$ cat config.mk
export PLATFORM = sky130hd
export DESIGN_NAME = sram_like_arbiter
export DESIGN_NICKNAME = d
export VERILOG_FILES = /design/src/rtl/sram_like_arbiter.sv
export SDC_FILE = /design/constraint.sdc
export NUM_CORES = 1
export LEC_CHECK = 0
export BUFFER_PORTS_ARGS = -buffer_cell sky130_fd_sc_hd__clkbuf_2
export CORE_AREA = 2 2 124 126
export CTS_CLUSTER_DIAMETER = 50
export DETAILED_ROUTE_END_ITERATION = 10
export DIE_AREA = 0 0 126 128
export PLACE_DENSITY = 0.5
export RECOVER_POWER = 50
export REMOVE_ABC_BUFFERS = 1
export SKIP_CTS_REPAIR_TIMING = 1
export SLEW_MARGIN = 20
export SYNTH_ARGS = -nofsm -noshare
export SYNTH_HDL_FRONTEND = slang
export SYNTH_SLANG_ARGS = --single-unit
export TNS_END_PERCENT = 100
$ cat constraint.sdc
create_clock -name clk -period 7.2 [get_ports clk]
set_input_delay 0.72 -clock clk [delete_from_list [all_inputs] [get_ports clk]]
set_output_delay 0.72 -clock clk [all_outputs]
set_load 0.05 [all_outputs]
$ cat src/rtl/sram_like_arbiter.sv
// Shares one SRAM-like port between inst and data masters: data-first priority with a starvation guard,
// combinational request path (addr_ok same cycle), in-order source-ID FIFO routing responses back.
module sram_like_arbiter #(
    parameter int MAX_OUTSTANDING = 4,
    parameter int STARVE_LIMIT    = 4
) (
    input  logic        clk,
    input  logic        reset,
    input  logic        inst_req,
    input  logic        inst_wr,
    input  logic [1:0]  inst_size,
    input  logic [3:0]  inst_wstrb,
    input  logic [31:0] inst_addr,
    input  logic [31:0] inst_wdata,
    output logic        inst_addr_ok,
    output logic        inst_data_ok,
    output logic [31:0] inst_rdata,
    input  logic        data_req,
    input  logic        data_wr,
    input  logic [1:0]  data_size,
    input  logic [3:0]  data_wstrb,
    input  logic [31:0] data_addr,
    input  logic [31:0] data_wdata,
    output logic        data_addr_ok,
    output logic        data_data_ok,
    output logic [31:0] data_rdata,
    output logic        mem_req,
    output logic        mem_wr,
    output logic [1:0]  mem_size,
    output logic [3:0]  mem_wstrb,
    output logic [31:0] mem_addr,
    output logic [31:0] mem_wdata,
    input  logic        mem_addr_ok,
    input  logic        mem_data_ok,
    input  logic [31:0] mem_rdata,
    output logic        resp_err
);
    localparam int PW = $clog2(MAX_OUTSTANDING);
    localparam int CW = PW + 1;
    localparam int SW = $clog2(STARVE_LIMIT + 1);

    typedef enum logic [1:0] {LOCK_NONE, LOCK_INST, LOCK_DATA} lock_t;

    lock_t                      lock_q, lock_d;
    logic [CW-1:0]              count;
    logic [PW-1:0]              wr_ptr, rd_ptr;
    logic [MAX_OUTSTANDING-1:0] id_mem;
    logic [SW-1:0]              starve_cnt;

    logic full, empty, starved, grant_inst, grant_data, xfer, pop, head;

    assign full    = (count == CW'(MAX_OUTSTANDING));
    assign empty   = (count == '0);
    assign starved = inst_req && (starve_cnt == SW'(STARVE_LIMIT));

    always_comb begin
        grant_inst = 1'b0;
        grant_data = 1'b0;
        mem_req    = 1'b0;
        mem_wr     = 1'b0;
        mem_size   = 2'd0;
        mem_wstrb  = 4'd0;
        mem_addr   = 32'd0;
        mem_wdata  = 32'd0;
        lock_d     = lock_q;
        unique case (lock_q)
            LOCK_INST: grant_inst = 1'b1;
            LOCK_DATA: grant_data = 1'b1;
            default: begin
                if (!full) begin
                    if (data_req && !starved) grant_data = 1'b1;
                    else if (inst_req)        grant_inst = 1'b1;
                end
            end
        endcase
        // A held lock keeps the payload stable even while a full FIFO gates mem_req.
        mem_req = ((grant_inst && inst_req) || (grant_data && data_req)) && !full;
        if (grant_inst) begin
            mem_wr    = inst_wr;
            mem_size  = inst_size;
            mem_wstrb = inst_wstrb;
            mem_addr  = inst_addr;
            mem_wdata = inst_wdata;
        end else if (grant_data) begin
            mem_wr    = data_wr;
            mem_size  = data_size;
            mem_wstrb = data_wstrb;
            mem_addr  = data_addr;
            mem_wdata = data_wdata;
        end
        if (lock_q == LOCK_NONE) begin
            if (mem_req && !mem_addr_ok) lock_d = grant_data ? LOCK_DATA : LOCK_INST;
        end else if (mem_req && mem_addr_ok) begin
            lock_d = LOCK_NONE;
        end
    end

    assign xfer         = mem_req && mem_addr_ok;
    assign inst_addr_ok = xfer && grant_inst;
    assign data_addr_ok = xfer && grant_data;

    assign pop          = mem_data_ok && !empty;
    assign head         = id_mem[rd_ptr];
    assign inst_data_ok = pop && !head;
    assign data_data_ok = pop && head;
    assign inst_rdata   = mem_rdata;
    assign data_rdata   = mem_rdata;

    always_ff @(posedge clk) begin
        if (xfer) id_mem[wr_ptr] <= grant_data;
    end

    always_ff @(posedge clk) begin
        if (reset) begin
            lock_q     <= LOCK_NONE;
            count      <= '0;
            wr_ptr     <= '0;
            rd_ptr     <= '0;
            starve_cnt <= '0;
            resp_err   <= 1'b0;
        end else begin
            lock_q <= lock_d;
            if (xfer) wr_ptr <= wr_ptr + 1'b1;
            if (pop)  rd_ptr <= rd_ptr + 1'b1;
            if (xfer && !pop)      count <= count + 1'b1;
            else if (!xfer && pop) count <= count - 1'b1;
            if (!inst_req || inst_addr_ok)
                starve_cnt <= '0;
            else if (data_addr_ok && (starve_cnt != SW'(STARVE_LIMIT)))
                starve_cnt <= starve_cnt + 1'b1;
            if (mem_data_ok && empty) resp_err <= 1'b1;
        end
    end
endmodule

### After elaboration in Yosys (flattened, before gate mapping)

Index checks and enable logic that the tools add are counted.

* word-level logic and storage cells: 82
* register bits: 17
* input bits: 180
* output and inout bits: 141

* add/sub/neg operators: 5
* reductions and logical operators: 33
* magnitude comparators: 3
* equality and inequality tests: 6
* muxes and demuxes: 28

Operators with widths (count)
* 32-bit 2-to-1 mux: 4
* 1-bit logical AND: 17
* 2-bit 2-to-1 mux: 6
* 1-bit 2-to-1 mux: 9
* 1-bit logical NOT: 8
* 4-bit 2-to-1 mux: 2
* 3-bit by 1-bit adder with 3-bit output, second input constant: 2
* 3-bit == test, second input constant: 2
* 2-bit by 3-bit < comparator with 1-bit output, second input constant: 2
* 3-bit 2-to-1 mux: 2
* 2-bit by 1-bit adder with 2-bit output, second input constant: 2
* 4-bit bitwise mux: 1
* 1-bit one-hot mux with 2 select lines: 2
* 2-bit nonzero test: 2
* 3-bit logical NOT: 1
* 3-bit inequality test, second input constant: 1
* 3-bit by 1-bit subtractor with 3-bit output, second input constant: 1
* 1-bit binary-select mux with 2-bit select: 1
* 1-bit demux with 2-bit select: 1
* 2-bit by 1-bit == test with 1-bit output, second input constant: 1
* 2-bit == test, second input constant: 1
* 2-bit by 1-bit >= comparator with 1-bit output, second input constant: 1
* 2-bit logical NOT: 1
* 1-bit logical OR: 2
* other kinds (3): 3

### Logic depth before layout (Yosys ltp)

* word-level depth: 15
* gate-level depth with buffers: 13
* gate-level depth less buffers: 11

### Least setup slack after synthesis

No wires, ideal clock.

* path kind: flip-flop to output port
* start point: register lock_q[0]
* end point: output mem_wdata[14]
* stages on the path, launching flop included: 10
* data arrival time: 2542 ps
* required time: 6480 ps
* buffers on the path: 2
* slack: 3938 ps
* cell sequence: dfxtp_1 inv_1 ha_1 buf_6 a31oi_1 a32oi_2 inv_2 buf_2 nand2_1 o21ai_0

* word-level cells in the longest chain between the ends: 4
* elaborated cells on any way between the ends: 6
* those cells by class: eq/ne: 2; mux: 4

Ends and longest elaborated chain
* start: declaration: line 44 `lock_t lock_q, lock_d;`
* start signal: assignment: line 122 `lock_q <= lock_d;`
* 2-bit == test or 2-bit by 1-bit == test with 1-bit output (tied branches): line 66 `unique case (lock_q)`
* 1-bit one-hot mux with 2 select lines (*): line 66
* via grant_data: line 50 `logic full, empty, starved, grant_inst, grant_data, xfer, pop, head;`
* 32-bit 2-to-1 mux (*): line 84 `end else if (grant_data) begin`
* 32-bit 2-to-1 mux (*): line 78 `if (grant_inst) begin`
* end: declaration: line 32 `output logic [31:0] mem_wdata,`

Mark *: on every way through the listed nets, which the timed path passes. The rest lies on a longest branch.

### Final worst setup path

* start point: register lock_q[0]
* end point: output mem_wdata[19]

* word-level cells in the longest chain between the ends: 4
* elaborated cells on any way between the ends: 6
* those cells by class: eq/ne: 2; mux: 4

Ends and longest elaborated chain (line)
* 2-bit == test or 2-bit by 1-bit == test with 1-bit output (tied branches): 66
* 1-bit one-hot mux with 2 select lines: 66
* 32-bit 2-to-1 mux: 84
* 32-bit 2-to-1 mux (*): 78

Mark *: on every way between the ends. The rest lies on a longest branch, timed or not.

==> impl_summary.txt <==
----------------------------------------------------
[Power and ir drop]
  Power per Cell Area ... 396.9 nW/um^2
  Cell Int Power ... 0.4489 mW
  Peak supply drop ... 0.1655 mV
  P_leak ... 1.719 nW
  Net switching power figure ... 0.8844 mW
  Share of total power in the clock network ... 8.3%
  Proportion of total power due to net switching ... 66.33%
  Final total power ... 1.333 mW
  Power share of the sequential group ... 10.5%
  Combinational group share of total power ... 81.2%

[Yosys]
  Seq/Total Area, Yosys ... 14.81%
  Mapped Cells ... 405
  Mean Syn Cell Area ... 6.339 um^2
  Synth Cell Area ... 2567 um^2
  Synthesized flop and latch total ... 17
  Synth Warn # ... 0
  Number of library cell types mapped by synthesis ... 38

[Cells and area]
  NumNets Final ... 738
  Fraction of layout instances using a drive strength above 1 ... 43.77%
  Synth-to-layout area growth ... 30.85%
  Layout Utilization ... 22.60%
  # diodes ... 0
  Final design instance area without fill ... 3359 um^2
  Leading cell type in the layout, fill and taps excluded ... clkbuf_2
  Most frequent cells in the layout ... clkbuf_2 (221), nand2_1 (145), o21ai_1 (61)

[Timing]
  Setup Total Neg Slack ... 0 ns
  Maximum clock frequency ... 229.8 MHz
  Post-route fraction of the period consumed by the critical path ... 60.44%
  Post-Route Skew ... 0.001584 ns
  Hold violation count in the final report ... 0
  Shortest clock period the worst path allows after layout ... 4.351 ns
  Number of setup violations in the final report ... 0
  Setup repair after global routing missed its margin ... false
  Number of slew-limit violations in the final report ... 0
  Relative slew slack ... 22.46%
  Setup ws final ... 2.849 ns
  Pin slew with the least headroom to its limit ... 1.162 ns

[Worst setup path]
  Arrival @ worst endpoint ... 3.63 ns
  Largest fanout of any net on the critical path ... 41
  Crit path max-delay cell type ... inv_1
  Startpoint-to-endpoint class of the critical path ... register to primary output
  CP delay by family, top ... buffers and inverters
  Worst path most repeated cell ... inv_1
  Required time worst endpoint ... 6.48 ns
  Crit path launch type ... register
  Max stage delay on crit path ... 0.88 ns
  Critical path buffer and inverter count ... 4
  Critical path cell sequence ... inv_1 -> ha_1 -> a31oi_1 -> a32oi_1 -> inv_1 -> buf_4 -> nand2_1 -> o21ai_0 -> clkbuf_2
  Category of the worst setup path capture point ... primary output

[Placed design]
  Placer's final routability congestion estimate ... 1.039
  Post-place setup slack ... 3.263 ns
  Placed standard-cell area ... 3297 um^2
  IO Port Bufs ... 224
  Sum of net half-perimeters after detailed placement ... 10950 um

[Drt]
  Count of vias placed by the detailed router ... 3056
  Number of iterations in the first detailed-routing pass ... 4
  Ratio of routed vias to standard cells ... 4.163
  Total routed wirelength ... 12700 um
  Remaining number of nets flagged by the antenna check after routing ... 0
  WL/cell ... 17.30 um
  DRT iter0 DRCs ... 269
  Count of unresolved DRC violations after routing ... 0

[Floorplanning]
  Number of top-level pins ... 321
  Placement Rows ... 45
  Die height ... 128 um
  Core Area ... 14860 um^2
  Die area ... 16130 um^2
  Chip width ... 126 um
  Initial core utilization ... 17.27%

[Outcome]
  Status ... completed

[Global route]
  Number of global-route vias before repair ... 2664
  Met1 Use GR ... 16.49%
  Remaining Overflow, GRT ... 0
  Overall track demand over capacity in global routing ... 14.50%
  Met2 usage ... 20.52%
  Busiest layer in global routing ... met2
  Number of antenna violations at the first check in global routing ... 0
  Pin count of the biggest net entering global routing ... 91
  Routing usage on met3 ... 12.77%
  First-pass GRT wire length ... 17420 um

[Clocking]
  Post-CTS clock slew at the launch and capture registers of the worst setup and hold paths ... 0.05 ns
  CTS Buf Count ... 3
  Clock tree from TritonCTS ... built
  Clock latency on the worst-skew pair ... 0.24 ns
  Total number of clock tree sinks ... 17
  CTS HTree Levels ... 1
  Root buffer cell ... clkbuf_16
  Maximum root-to-sink buffer count ... 2

[Worst hold path]
  Path class of the lowest-slack min-delay path ... register to register

[Flow run]
  Reported max-cap violation count ... 0

----------------------------------------------------
cell usage after synthesis:
cell type	count	share of area [%]
a32oi_2	1	0.63
or2_2	1	0.24
a21oi_1	5	0.97
dfxtp_1	13	10
o21ai_1	61	12
and2_4	1	0.34
o21ai_0	11	2.1
fa_1	1	0.78
nor2_1	11	1.6
clkbuf_1	8	1.2
a211o_1	1	0.34
or3b_4	1	0.44
o2111ai_2	2	1.2
nand2b_1	2	0.49
nand3_1	3	0.58
xor2_1	3	1.0
nand2_1	145	21
ha_1	10	4.9
buf_6	9	3.9
inv_2	1	0.15
nand4b_1	1	0.34
a2111oi_2	1	0.58
or3_1	1	0.24
nor2b_1	3	0.73
a21bo_2	1	0.39
inv_1	11	1.6
a311oi_2	1	0.58
nor3_1	1	0.19
buf_4	64	19
and2_1	6	1.5
edfxtp_1	4	4.7
mux2i_1	3	1.2
xnor2_1	3	1.0
o21ai_2	1	0.34
a31oi_1	2	0.49
buf_2	9	1.8
mux4_2	1	0.88
a31o_2	2	0.68
worst reg2reg max path, cell delays in order, from the launching register on:
cell,delay (ns)
dfxtp_1,0.34
inv_1,0.08
ha_1,0.47
nand4b_1,0.16
o2111ai_1,0.18
a21oi_1,0.73
ha_1,0.32
inv_1,0.07
fa_1,0.38
xor2_1,0.17
or3_1,0.31
a21oi_1,0.14
through the flow:
stage | instances | hold WS [ns]
2_1_floorplan | 315 | 0.4605
3_3_place_gp | 730 | 0.4536
3_5_place_dp | 730 | 0.4612
4_1_cts | 734 | 0.4747
5_1_grt | 734 | 0.5297
6_report | 734 | 0.4678
area by class of cell:
| type | count | area [um^2] |
|---|---|---|
| Multi-Input combinational cell | 286 | 1479 |
| Clock inverter | 1 | 5.005 |
| Tap cell | 188 | 235.2 |
| Fill cell | 1767 | 11500 |
| Clock buffer | 3 | 75.07 |
| Sequential cell | 17 | 380.4 |
| Timing Repair Buffer | 227 | 1140 |
| Inverter | 12 | 45.04 |
path summary, 6_finish.rpt:
path / start / end / slack [ns] / cells after the start
setup reg to reg: lock_q[1]$_SDFFE_PP0P_ / count[2]$_SDFFE_PP0P_ / 3.78 / 11
hold reg to reg: resp_err$_SDFFE_PP0P_ / resp_err$_SDFFE_PP0P_ / 0.47 / 2
hold / removal: resp_err$_SDFFE_PP0P_ / resp_err$_SDFFE_PP0P_ / 0.47 / 2
setup / recovery: lock_q[0]$_SDFFE_PP0P_ / mem_wdata[19] / 2.85 / 9
state kept, by name (all words and copies together) (netlist names):
register / cells
rd_ptr: 2
count: 3
resp_err: 1
wr_ptr: 2
lock_q: 2
id_mem: 4
starve_cnt: 3
power by group through the flow:
stage / clock (mW) / combinational, mW / sequential (mW)
finish: 0.110 / 1.08 / 0.140
global route: 0.115 / 1.16 / 0.143
CTS: 0.112 / 1.10 / 0.140
detailed placement: 0 / 1.09 / 0.141
global placement: 0 / 1.09 / 0.141
floorplan: 0 / 0.828 / 0.143
metal layers:
layer	share of wire (%)	routed length, um
met4	0.36	46
met2	40	5086
met3	20	2597
met1	38	4874
met5	0.72	92
cells by family (layout without fill, tap and decap cells):
group | count (synthesis) | after routing | synth area share (%)
adders and majority gates | 11 | 11 | 5.653
buffers and inverters | 102 | 243 | 27.34
DFF | 17 | 17 | 14.82
xor gates and xnor gates | 6 | 6 | 2.047
muxes | 4 | 4 | 2.047
and+or+nand+nor | 176 | 176 | 27.88
AOI/OAI and AO/OA | 89 | 89 | 20.22
(Power assumes the default switching activity.)
